==> src/rtl/ha_array_reducer_seq.sv <==
// Sequential reducer for the four half-adder-array row pairs of the 8x8 approximate multiplier.
// Latches one row set per handshake, adds one weighted row per cycle, then holds the product.
module ha_array_reducer_seq #(
  parameter int OUT_W    = 16,
  parameter int ROW_STEP = 2
) (
  input  logic             clk,
  input  logic             rst_n,
  input  logic             in_valid,
  output logic             in_ready,
  input  logic [8:0]       ha_array_0_t,
  input  logic [6:0]       ha_array_0_b,
  input  logic [8:0]       ha_array_1_t,
  input  logic [6:0]       ha_array_1_b,
  input  logic [8:0]       ha_array_2_t,
  input  logic [6:0]       ha_array_2_b,
  input  logic [8:0]       ha_array_3_t,
  input  logic [6:0]       ha_array_3_b,
  output logic             out_valid,
  input  logic             out_ready,
  output logic [OUT_W-1:0] product,
  output logic             overflow
);

  localparam int ACC_W = OUT_W + 1;

  typedef enum logic [1:0] {
    IDLE = 2'd0,
    ACC  = 2'd1,
    HOLD = 2'd2
  } state_t;

  state_t               state_r, state_s;
  logic [1:0]           cnt_r, cnt_s;
  logic [ACC_W-1:0]     acc_r, acc_s;
  logic [ACC_W-1:0]     row_s;
  logic [OUT_W-1:0]     product_r, product_s;
  logic                 overflow_r, overflow_s;
  logic                 in_ready_r, out_valid_r;
  logic                 load_s;
  logic [3:0][8:0]      t_r;
  logic [3:0][6:0]      b_r;

  // Row value: sum bits at weight 2^i, carry bits at 2^(i+2), whole row scaled by 2^(ROW_STEP*k).
  function automatic logic [ACC_W-1:0] row_value(input logic [8:0] t,
                                                  input logic [6:0] b,
                                                  input logic [1:0] k);
    logic [ACC_W-1:0] base;
    base = ACC_W'(t) + (ACC_W'(b) << 2);
    return base << (ROW_STEP * int'(k));
  endfunction

  // Weighted value of the row pair selected by the cycle counter.
  always_comb begin
    row_s = row_value(t_r[cnt_r], b_r[cnt_r], cnt_r);
  end

  // Next-state, accumulator and result-capture logic.
  always_comb begin
    state_s    = state_r;
    cnt_s      = cnt_r;
    acc_s      = acc_r;
    product_s  = product_r;
    overflow_s = overflow_r;
    load_s     = 1'b0;
    case (state_r)
      IDLE: begin
        if (in_valid) begin
          state_s = ACC;
          cnt_s   = 2'd0;
          acc_s   = {ACC_W{1'b0}};
          load_s  = 1'b1;
        end else begin
          state_s = IDLE;
        end
      end
      ACC: begin
        acc_s = acc_r + row_s;
        cnt_s = cnt_r + 2'd1;
        // The result registers only move here, so they stay frozen through HOLD.
        if (cnt_r == 2'd3) begin
          state_s    = HOLD;
          product_s  = acc_s[OUT_W-1:0];
          overflow_s = acc_s[OUT_W];
        end else begin
          state_s = ACC;
        end
      end
      HOLD: begin
        if (out_ready) begin
          state_s = IDLE;
        end else begin
          state_s = HOLD;
        end
      end
      default: begin
        state_s = IDLE;
      end
    endcase
  end

  // State, counter, accumulator and registered handshake outputs.
  always_ff @(posedge clk or negedge rst_n) begin
    if (!rst_n) begin
      state_r     <= IDLE;
      cnt_r       <= 2'd0;
      acc_r       <= {ACC_W{1'b0}};
      product_r   <= {OUT_W{1'b0}};
      overflow_r  <= 1'b0;
      in_ready_r  <= 1'b1;
      out_valid_r <= 1'b0;
    end else begin
      state_r     <= state_s;
      cnt_r       <= cnt_s;
      acc_r       <= acc_s;
      product_r   <= product_s;
      overflow_r  <= overflow_s;
      in_ready_r  <= (state_s == IDLE);
      out_valid_r <= (state_s == HOLD);
    end
  end

  // Row vectors are captured only on the accept edge.
  always_ff @(posedge clk or negedge rst_n) begin
    if (!rst_n) begin
      t_r <= '0;
      b_r <= '0;
    end else if (load_s) begin
      t_r <= {ha_array_3_t, ha_array_2_t, ha_array_1_t, ha_array_0_t};
      b_r <= {ha_array_3_b, ha_array_2_b, ha_array_1_b, ha_array_0_b};
    end
  end

  assign in_ready  = in_ready_r;
  assign out_valid = out_valid_r;
  assign product   = product_r;
  assign overflow  = overflow_r;

endmodule

==> config.mk <==
export PLATFORM = sky130hd
export DESIGN_NAME = ha_array_reducer_seq
export DESIGN_NICKNAME = d
export VERILOG_FILES = /design/src/rtl/ha_array_reducer_seq.sv
export SDC_FILE = /design/constraint.sdc
export NUM_CORES = 1
export LEC_CHECK = 0
export CAP_MARGIN = 20
export CORE_UTILIZATION = 58
export CTS_BUF_LIST = sky130_fd_sc_hd__clkbuf_16
export DETAILED_ROUTE_END_ITERATION = 12
export PLACE_DENSITY = 0.87
export SYNTH_ARGS = -nofsm -noshare
export SYNTH_HDL_FRONTEND = slang
export SYNTH_SLANG_ARGS = --single-unit
==> constraint.sdc <==
create_clock -name clk -period 8.1 [get_ports clk]
set_input_delay 1.62 -clock clk [delete_from_list [all_inputs] [get_ports clk]]
set_output_delay 1.62 -clock clk [all_outputs]
set_load 0.1 [all_outputs]
# == After elaboration in Yosys (flattened, before gate mapping) ==
# Cells that the tools add are included.
# op_classes
magnitude_cmp,1
add_sub_neg,3
muxes,14
shift,1
eq_ne,5
n_reduce_logical,5
# op_table
op,count
$pmux 17 s2,1
$bmux 9 s2,1
$add 17x17->17,1
$mux 17,1
$shl 10x3->17,1
$bmux 7 s2,1
$add 9x9->10,1
$mux 9,1
$mux 7,1
$eq 2x2->1 const B,3
$mux 2,3
$pmux 2 s3,1
$logic_not 2->1,2
$pmux 2 s2,1
$reduce_and 2->1,2
$lt 2x3->1 const B,1
$mux 1,3
$add 2x1->2 const B,1
$eq 2x1->1 const B,1
$ne 2x2->1 const B,1
$reduce_bool 2->1,1
# totals
output_inout_bits,19
wordCells,44
ff_bits,104
inputBits,68

# == Depth between registers and ports, before layout ==
# Gate-level depths: netlist of the first run.
# depth
depth_word,6
mapped_depth,18
ltp_nobuf,16

# == Worst setup path before layout of the first run ==
# Ideal clock, no wire load.
# synth_path
path_type,register -> register
start,reg cnt_r[1]
end,reg acc_r[16]
path_slack_ps,3553
t_required_ps,7979
stages_incl_launch_ff,19
path_buffers,2
arrival_ps,4426
period_less_slack_ps,4547
setup_time_ps,121
path_cell_list,dfrtp_1 > clkbuf_1 > buf_1 > mux4_2 > ha_1 > fa_1 > a21o_1 > a21oi_1 > o22ai_1 > mux2_2 > o21ai_0 > mux2_2 > ha_1 > inv_1 > a2111o_1 > o221ai_1 > a221o_1 > o21bai_1 > a22o_1
# synth_between
elab_chain_len,6
word_cells_on_any_way,8
classes_between,add/sub (2); shift (1); mux (5)
# synth_rtl
item,line,rtl
from (decl),34,"logic [1:0] cnt_r, cnt_s;"
from (signal assigned),114,cnt_r <= cnt_s;
$bmux 9 s2 or $bmux 7 s2 (tied branches),55,"row_s = row_value(t_r[cnt_r], b_r[cnt_r], cnt_r);"
$mux 9 (implied by the code) or $mux 7 (tied branches),55,
$add 9x9->10,49,base = ACC_W'(t) + (ACC_W'(b) << 2);
$shl 10x3->17 *,50,return base << (ROW_STEP * int'(k));
$add 17x17->17 *,78,acc_s = acc_r + row_s;
$pmux 17 s2 *,66,case (state_r)
to (signal assigned),107,acc_r <= {ACC_W{1'b0}};
to (signal assigned),115,acc_r <= acc_s;
to (decl),35,"logic [ACC_W-1:0] acc_r, acc_s;"
# Every way passes the cells marked *; elsewhere a longest branch is shown, timed or not. The select of a mux whose other input is x is not followed.
# A chain may end at the register's enable or synchronous reset.

# == Worst setup path in the final report of the first run ==
# layout_path
start,reg cnt_r[0]
end,"reg product_r[15], in the netlist product[15]"
# layout_between
elab_chain_len,5
word_cells_on_any_way,9
classes_between,add/sub (2); eq/ne (1); shift (1); mux (4); reduce/logical (1)
# layout_rtl
item,line,rtl
$bmux 9 s2 or $bmux 7 s2 (tied branches),55,
$mux 9 (implied by the code) or $mux 7 (tied branches),55,
$add 9x9->10,49,
$shl 10x3->17,50,
$add 17x17->17,78,
to (signal assigned),108,product_r <= {OUT_W{1'b0}};
to (signal assigned),116,product_r <= product_s;
to (decl),37,"logic [OUT_W-1:0] product_r, product_s;"
# Parallel ways exist; a longest one is shown, timed or not. The select of a mux whose other input is x is not followed.

==> run_results.csv, run 1 <==
group,metric,value,unit
drt,via_per_inst,6.05,
finish,post-route-util,73.1,%
cts,clk_pin_slew,80,ps
place,place_area,6430,sq um
die,die_x,99.2,um
finish,num_antenna_cells,0,
sta,worstMarginPinSlew,969,ps
finish,multi_input_area,2760,sq um
synth,yosysTopAreaCell,"dfrtp_1",
drt,drc_errors,0,
sta,grt_setup_unrepaired,"no",
sta,slew-limit-headroom,35.2,%
sta,hold_violations,0,
outcome,status,"completed",
synth,ys_async_sr_fraction,100,%
cts,cts_setup_buffers,0,
global_route,overflow,0,
worst_setup_path,crit_type,"flop to flop",
global_route,grt_max_degree,65,
finish,n_fill_cell,617,
drt,final_antenna_net_count,0,
sta,max_freq,204,MHz
cts,cts.sinks,104,
synth,syn_avg_cell_area,12.4,sq um
synth,yosysSeqAreaShare,47.5,%
min_path,min_path_type,"flop to flop",
place,dp.final_hpwl,8590,um
drt,first_pass_iters,4,
die,core_area,9200,sq um
synth,synth_compound_area_share,12.0,%
global_route,grt_pass1_wl,20100,um
global_route,grt_pass1_vias,4186,
cts,tritoncts,"done",
die,ios,87,
global_route,track_usage,26.1,%
finish,layout.area.seq,2610,sq um
cts,postCtsHoldBufs,0,
cts,cts_buffers,9,
synth,syn_nets,538,
worst_setup_path,end_kind,"flop",
worst_setup_path,crit_fanout,25,
place,portBuffers,86,
synth,synthMuxAreaShare,22.3,%
synth,synth_area_leaders,"dfrtp_1 (47%), mux2_2 (16%), mux4_2 (5.8%)",
finish,fin_area,6720,sq um
sta,slew_violations,0,
finish,nets,619,
global_route,antenna_found_initial,0,
cts,clkLatencyLatePin,360,ps
synth,netlist_area,5480,sq um
sta,clock_skew,15.9,ps
drt,drtIter0Drc,130,
synth,synthCells,443,
synth,synth_warnings,0,
drt,drt_wl_total,11800,um
drt,wire_per_inst,18.4,um
drt,route.vias.total,3873,
cts,cts_buffer_depth,2,
cts,cts_resized,0,
finish,area_growth,22.5,%
die,fp.dieH,99.2,um
finish,drive_above_1_share,23.8,%
worst_setup_path,cp.required,8340,ps
worst_setup_path,start_kind,"flop",
sta,fin_crit,4910,ps
cts,h-tree-depth,3,
die,start_util,59.6,%
sta,fin_tns_setup,0,ps
synth,synth_edf_count,0,
synth,synthSimpleGateAreaFrac,6.75,%
flow_run,maxCapViolations,0,
die,rows,35,
worst_setup_path,crit_arrival,5150,ps
synth,ys.flop_type,"dfrtp_1",
sta,setup_viol,0,
sta,post-route-period-util,60.6,%
place,gp_congestion,0.879,
cts,clock-root-buffer,"clkbuf_16",
synth,synth_cell_types,53,
synth,synthXorXnorAreaFrac,2.72,%
synth,synth-seq-cells,104,
die,dieArea,9850,sq um
synth,synthAdderAreaFrac,6.44,%
synth,synth_top_family_by_area,"multiplexers",
synth,synth_top_area_share,47.0,%
cell usage after synthesis (all sizes together) (5+ instances only):
| master | instances |
|---|---|
| ha | 25 |
| buf | 11 |
| inv | 7 |
| o21ai | 22 |
| mux4 | 14 |
| a21oi | 17 |
| xnor2 | 12 |
| nor2 | 21 |
| clkbuf | 10 |
| a31oi | 5 |
| nand2 | 35 |
| mux2 | 77 |
| nor3b | 5 |
| xor2 | 5 |
| a22o | 14 |
| dfrtp | 103 |
| a21o | 7 |
worst paths after layout:
path	start	end	slack, ps	cells past startpoint
setup / recovery	cnt_r[0]	product[15]	3190	16
hold / removal	product[6]	product[6]	490	2
setup reg to reg	cnt_r[0]	product[15]	3190	16
hold reg to reg	product[6]	product[6]	490	2
max in group asynchronous	rst_n	cnt_r[0]	5650	2
min in group asynchronous	rst_n	out_valid	1240	1
state kept, by name, summed over array words and instances (netlist names):
name	flops
t_r	36
b_r	28
acc_r	17
product	16
cnt_r	2
state_r	2
in_ready	1
out_valid	1
overflow	1
per-layer routing:
layer	global-route usage, %	wire length [um]	part of all wire (%)
met1	32.7	5160	44
met2	44.8	5910	50
met3	5.83	486	4.1
met4	9.16	246	2.1
met5	0	0	0
placed cells by master (no fill, tap or decap), drive strengths merged, types with 14 or more instances in the layout:
cell type,count
dfrtp,103
ha,25
mux4,14
o21ai,22
nor2,21
clkdlybuf4s50,85
a21oi,17
nand2,35
a22o,14
mux2,77
worst max-delay path: stages (launching register included):
cell      delay, ps
dfrtp_2         620
buf_4           360
mux4_2          550
ha_1            370
inv_1           110
a31oi_1         180
o21ai_0         100
a311oi_1        390
o21ai_0         180
mux2_2          290
ha_1            380
nand2_1         120
o21ai_0         390
nor3b_1          90
a211oi_1        280
xor2_1          110
mux2_2          270
area by class of cell:
class	count	area share, %
Timing Repair Buffer	91	13.3
Clock buffer	9	3.35
Clock inverter	7	0.987
Tap cell	111	2.07
Inverter	7	0.391
Sequential cell	104	38.8
Multi-Input combinational cell	311	41.1
metrics by stage:
step	hold WS [ps]	worst slack, ps	std cells
finish	487	3190	640
global route	520	2780	640
CTS	487	3160	640
detailed placement	472	3210	624
global placement	460	3360	624
floorplan	456	3550	443
cells by family (layout without fill, tap and decap cells):
family,Yosys count,count (layout)
fa+ha+maj,27,27
simple gates,80,80
xor+xnor,17,17
compound gates,92,92
buf+inv,28,114
mux,95,95
flops,104,104
Power of run 1 is not shown: default switching activity piles up to over one toggle a cycle in this logic, so the estimate is an artifact.
==> run 2: changes to the inputs <==
--- a/config.mk
+++ b/config.mk
@@ -6,10 +6,10 @@
 export NUM_CORES = 1
 export LEC_CHECK = 0
 export CAP_MARGIN = 20
-export CORE_UTILIZATION = 58
+export CORE_UTILIZATION = 49
 export CTS_BUF_LIST = sky130_fd_sc_hd__clkbuf_16
 export DETAILED_ROUTE_END_ITERATION = 12
-export PLACE_DENSITY = 0.87
+export PLACE_DENSITY = 0.79
 export SYNTH_ARGS = -nofsm -noshare
 export SYNTH_HDL_FRONTEND = slang
 export SYNTH_SLANG_ARGS = --single-unit
==> constraint.sdc (replaced) <==
create_clock -name clk -period 4.3 [get_ports clk]
set_input_delay 0.86 -clock clk [delete_from_list [all_inputs] [get_ports clk]]
set_output_delay 0.86 -clock clk [all_outputs]
set_load 0.1 [all_outputs]
==> run_results.csv, run 2 (same netlist as run 1, synthesis figures left out) <==
group,metric,value,unit
sta,slew_violations,0,
finish,largestRegisters,"t_r (36), b_r (28), acc_r (17)",
worst_setup_path,r2r-end,"product[12]",
worst_setup_path,reg2regPathDepth,16,
worst_setup_path,max_stage_delay,550,ps
finish,nets,657,
finish,drive_above_1_share,34.0,%
die,ios,87,
cts,clk_pin_slew,70,ps
drt,first_pass_iters,4,
finish,n_fill_cell,805,
drt,via_per_inst,5.61,
worst_setup_path,crit_arrival,4430,ps
global_route,grt_pass1_wl,19600,um
worst_setup_path,worstSetupEndpoint,"product[12]",
drt,final_antenna_net_count,0,
sta,max_freq,238,MHz
sta,slew-limit-headroom,35.3,%
finish,regMostFlops,"t_r",
cts,cts.sinks,104,
global_route,overflow,0,
worst_setup_path,crit_type,"flop to flop",
cts,cts_buffer_depth,2,
cts,cts_buffers,9,
global_route,grt_pass1_vias,4083,
cts,clock-root-buffer,"clkbuf_16",
sta,worstMarginPinSlew,968,ps
sta,post-route-period-util,97.7,%
die,die_x,108,um
sta,hold_violations,0,
cts,tritoncts,"done",
worst_setup_path,cp.required,4530,ps
drt,maxUsedRoutingLayer,"met4",
cts,clkLatencyLatePin,360,ps
cts,postCtsHoldBufs,0,
global_route,antenna_found_initial,0,
worst_setup_path,reg2reg_slack,100,ps
worst_setup_path,path_cells,"buf_6 > mux4_2 > fa_2 > a21o_1 > a21oi_2 > o22ai_1 > mux2_2 > o21ai_2 > mux2_2 > ha_4 > inv_1 > a2111o_1 > o221ai_2 > buf_4 > xor2_2 > mux2_2",
drt,drc_errors,0,
finish,largest_reg_flops,36,
sta,grt_setup_unrepaired,"yes",
drt,drtIter0Drc,166,
min_path,min_path_type,"flop to flop",
drt,drt-met1-wl,5220,um
worst_setup_path,crit_path_start,"cnt_r[0]",
global_route,grt_max_degree,76,
die,dieArea,11600,sq um
drt,wl_met3,572,um
drt,drt_wl_total,12000,um
worst_setup_path,cpMostUsedCell,"mux2_2",
drt,route.vias.total,3964,
sta,clock_skew,14.3,ps
global_route,track_usage,22.1,%
sta,hold_slack,478,ps
worst_setup_path,start_kind,"flop",
place,gp_congestion,0.922,
flow_run,maxCapViolations,0,
finish,area_growth,32.3,%
worst_setup_path,cp_slowest_cell,"mux4_2",
cts,h-tree-depth,3,
die,fp.dieH,108,um
die,start_util,50.4,%
place,portBuffers,86,
finish,num_antenna_cells,0,
worst_setup_path,end_kind,"flop",
die,core_area,10900,sq um
drt,wire_per_inst,17.0,um
die,rows,38,
sta,fin_crit,4200,ps
finish,final_common_cell,"dfrtp_1",
sta,setup_viol,0,
outcome,status,"completed",
drt,routed-wl-met2,6010,um
worst_setup_path,reg2reg_from,"cnt_r[0]",
worst_setup_path,crit_fanout,6,
finish,final_cell_mix,"dfrtp_1 (102), clkdlybuf4s50_1 (85), mux2_2 (77)",
place,dp.final_hpwl,8650,um
-- run 2: changes by cell type in the layout (fill, tap and decap cells not counted), moves of 5 or more --
cell / previous run / this run
a21oi_1: 17 / 11
a21oi_2: 0 / 6
o21ai_0: 19 / 10
buf_4: 6 / 42
o21ai_2: 1 / 6
ha_1: 25 / 19
-- run 2: worst max-delay path: cells and delay by family (launching register included) --
| family | cells | cell delay (ps) |
|---|---|---|
| buf+inv | 3 | 340 |
| xor+xnor | 1 | 70 |
| mux | 4 | 1370 |
| fa+ha+maj | 2 | 730 |
| flops | 1 | 470 |
| compound gates | 6 | 1100 |
-- run 2: how the worst min path moves through the flow --
stage	slack [ps]	end	from	depth (start not counted)
floorplan	460	acc_r[13]	acc_r[13]	2
global placement	460	product[6]	product[6]	2
detailed placement	470	product[4]	product[4]	2
CTS	480	product[13]	product[13]	2
global route	520	b_r[27]	b_r[27]	1
finish	480	product[13]	product[13]	2
-- run 2: metal layers --
layer	track usage [%]	vias to the layer above
met1	27.7	1963
met5	0	-
met3	6.11	20
li1	-	1868
met4	6.46	0
met2	37.2	113
-- run 2: per-stage QoR --
step / worst slack, ps / area [sq um] / cells / setup TNS (ps) / utilization, %
5_1_grt: -85.8 / 7250 / 707 / -213 / 66.6
3_5_place_dp: -237 / 6680 / 683 / -1980 / 61.4
6_report: 99.7 / 7250 / 707 / 0 / 66.6
3_3_place_gp: -119 / 6680 / 683 / -605 / 61.4
4_1_cts: 6.50 / 7050 / 702 / 0 / 64.7
2_1_floorplan: 18.9 / 5490 / 443 / 0 / -
-- run 2: area by class of cell --
cell class / instances / area [sq um] / area share, %
sequential: 104 / 2610 / 35.9
timing repair buffer: 129 / 1200 / 16.5
clock buffer: 9 / 225 / 3.11
multi-input combinational: 311 / 2950 / 40.6
inverter: 7 / 26.3 / 0.362
tap: 140 / 175 / 2.42
clock inverter: 7 / 76.3 / 1.05
-- run 2: what timing repair did --
action | CTS | global route
pin swaps | 1 | 8
resized for setup | 9 | 37
setup buffers | 3 | 5
endpoints found under the setup margin | 14 | 16
gates cloned | 0 | 0
Power of run 2 is left out for the same reason.
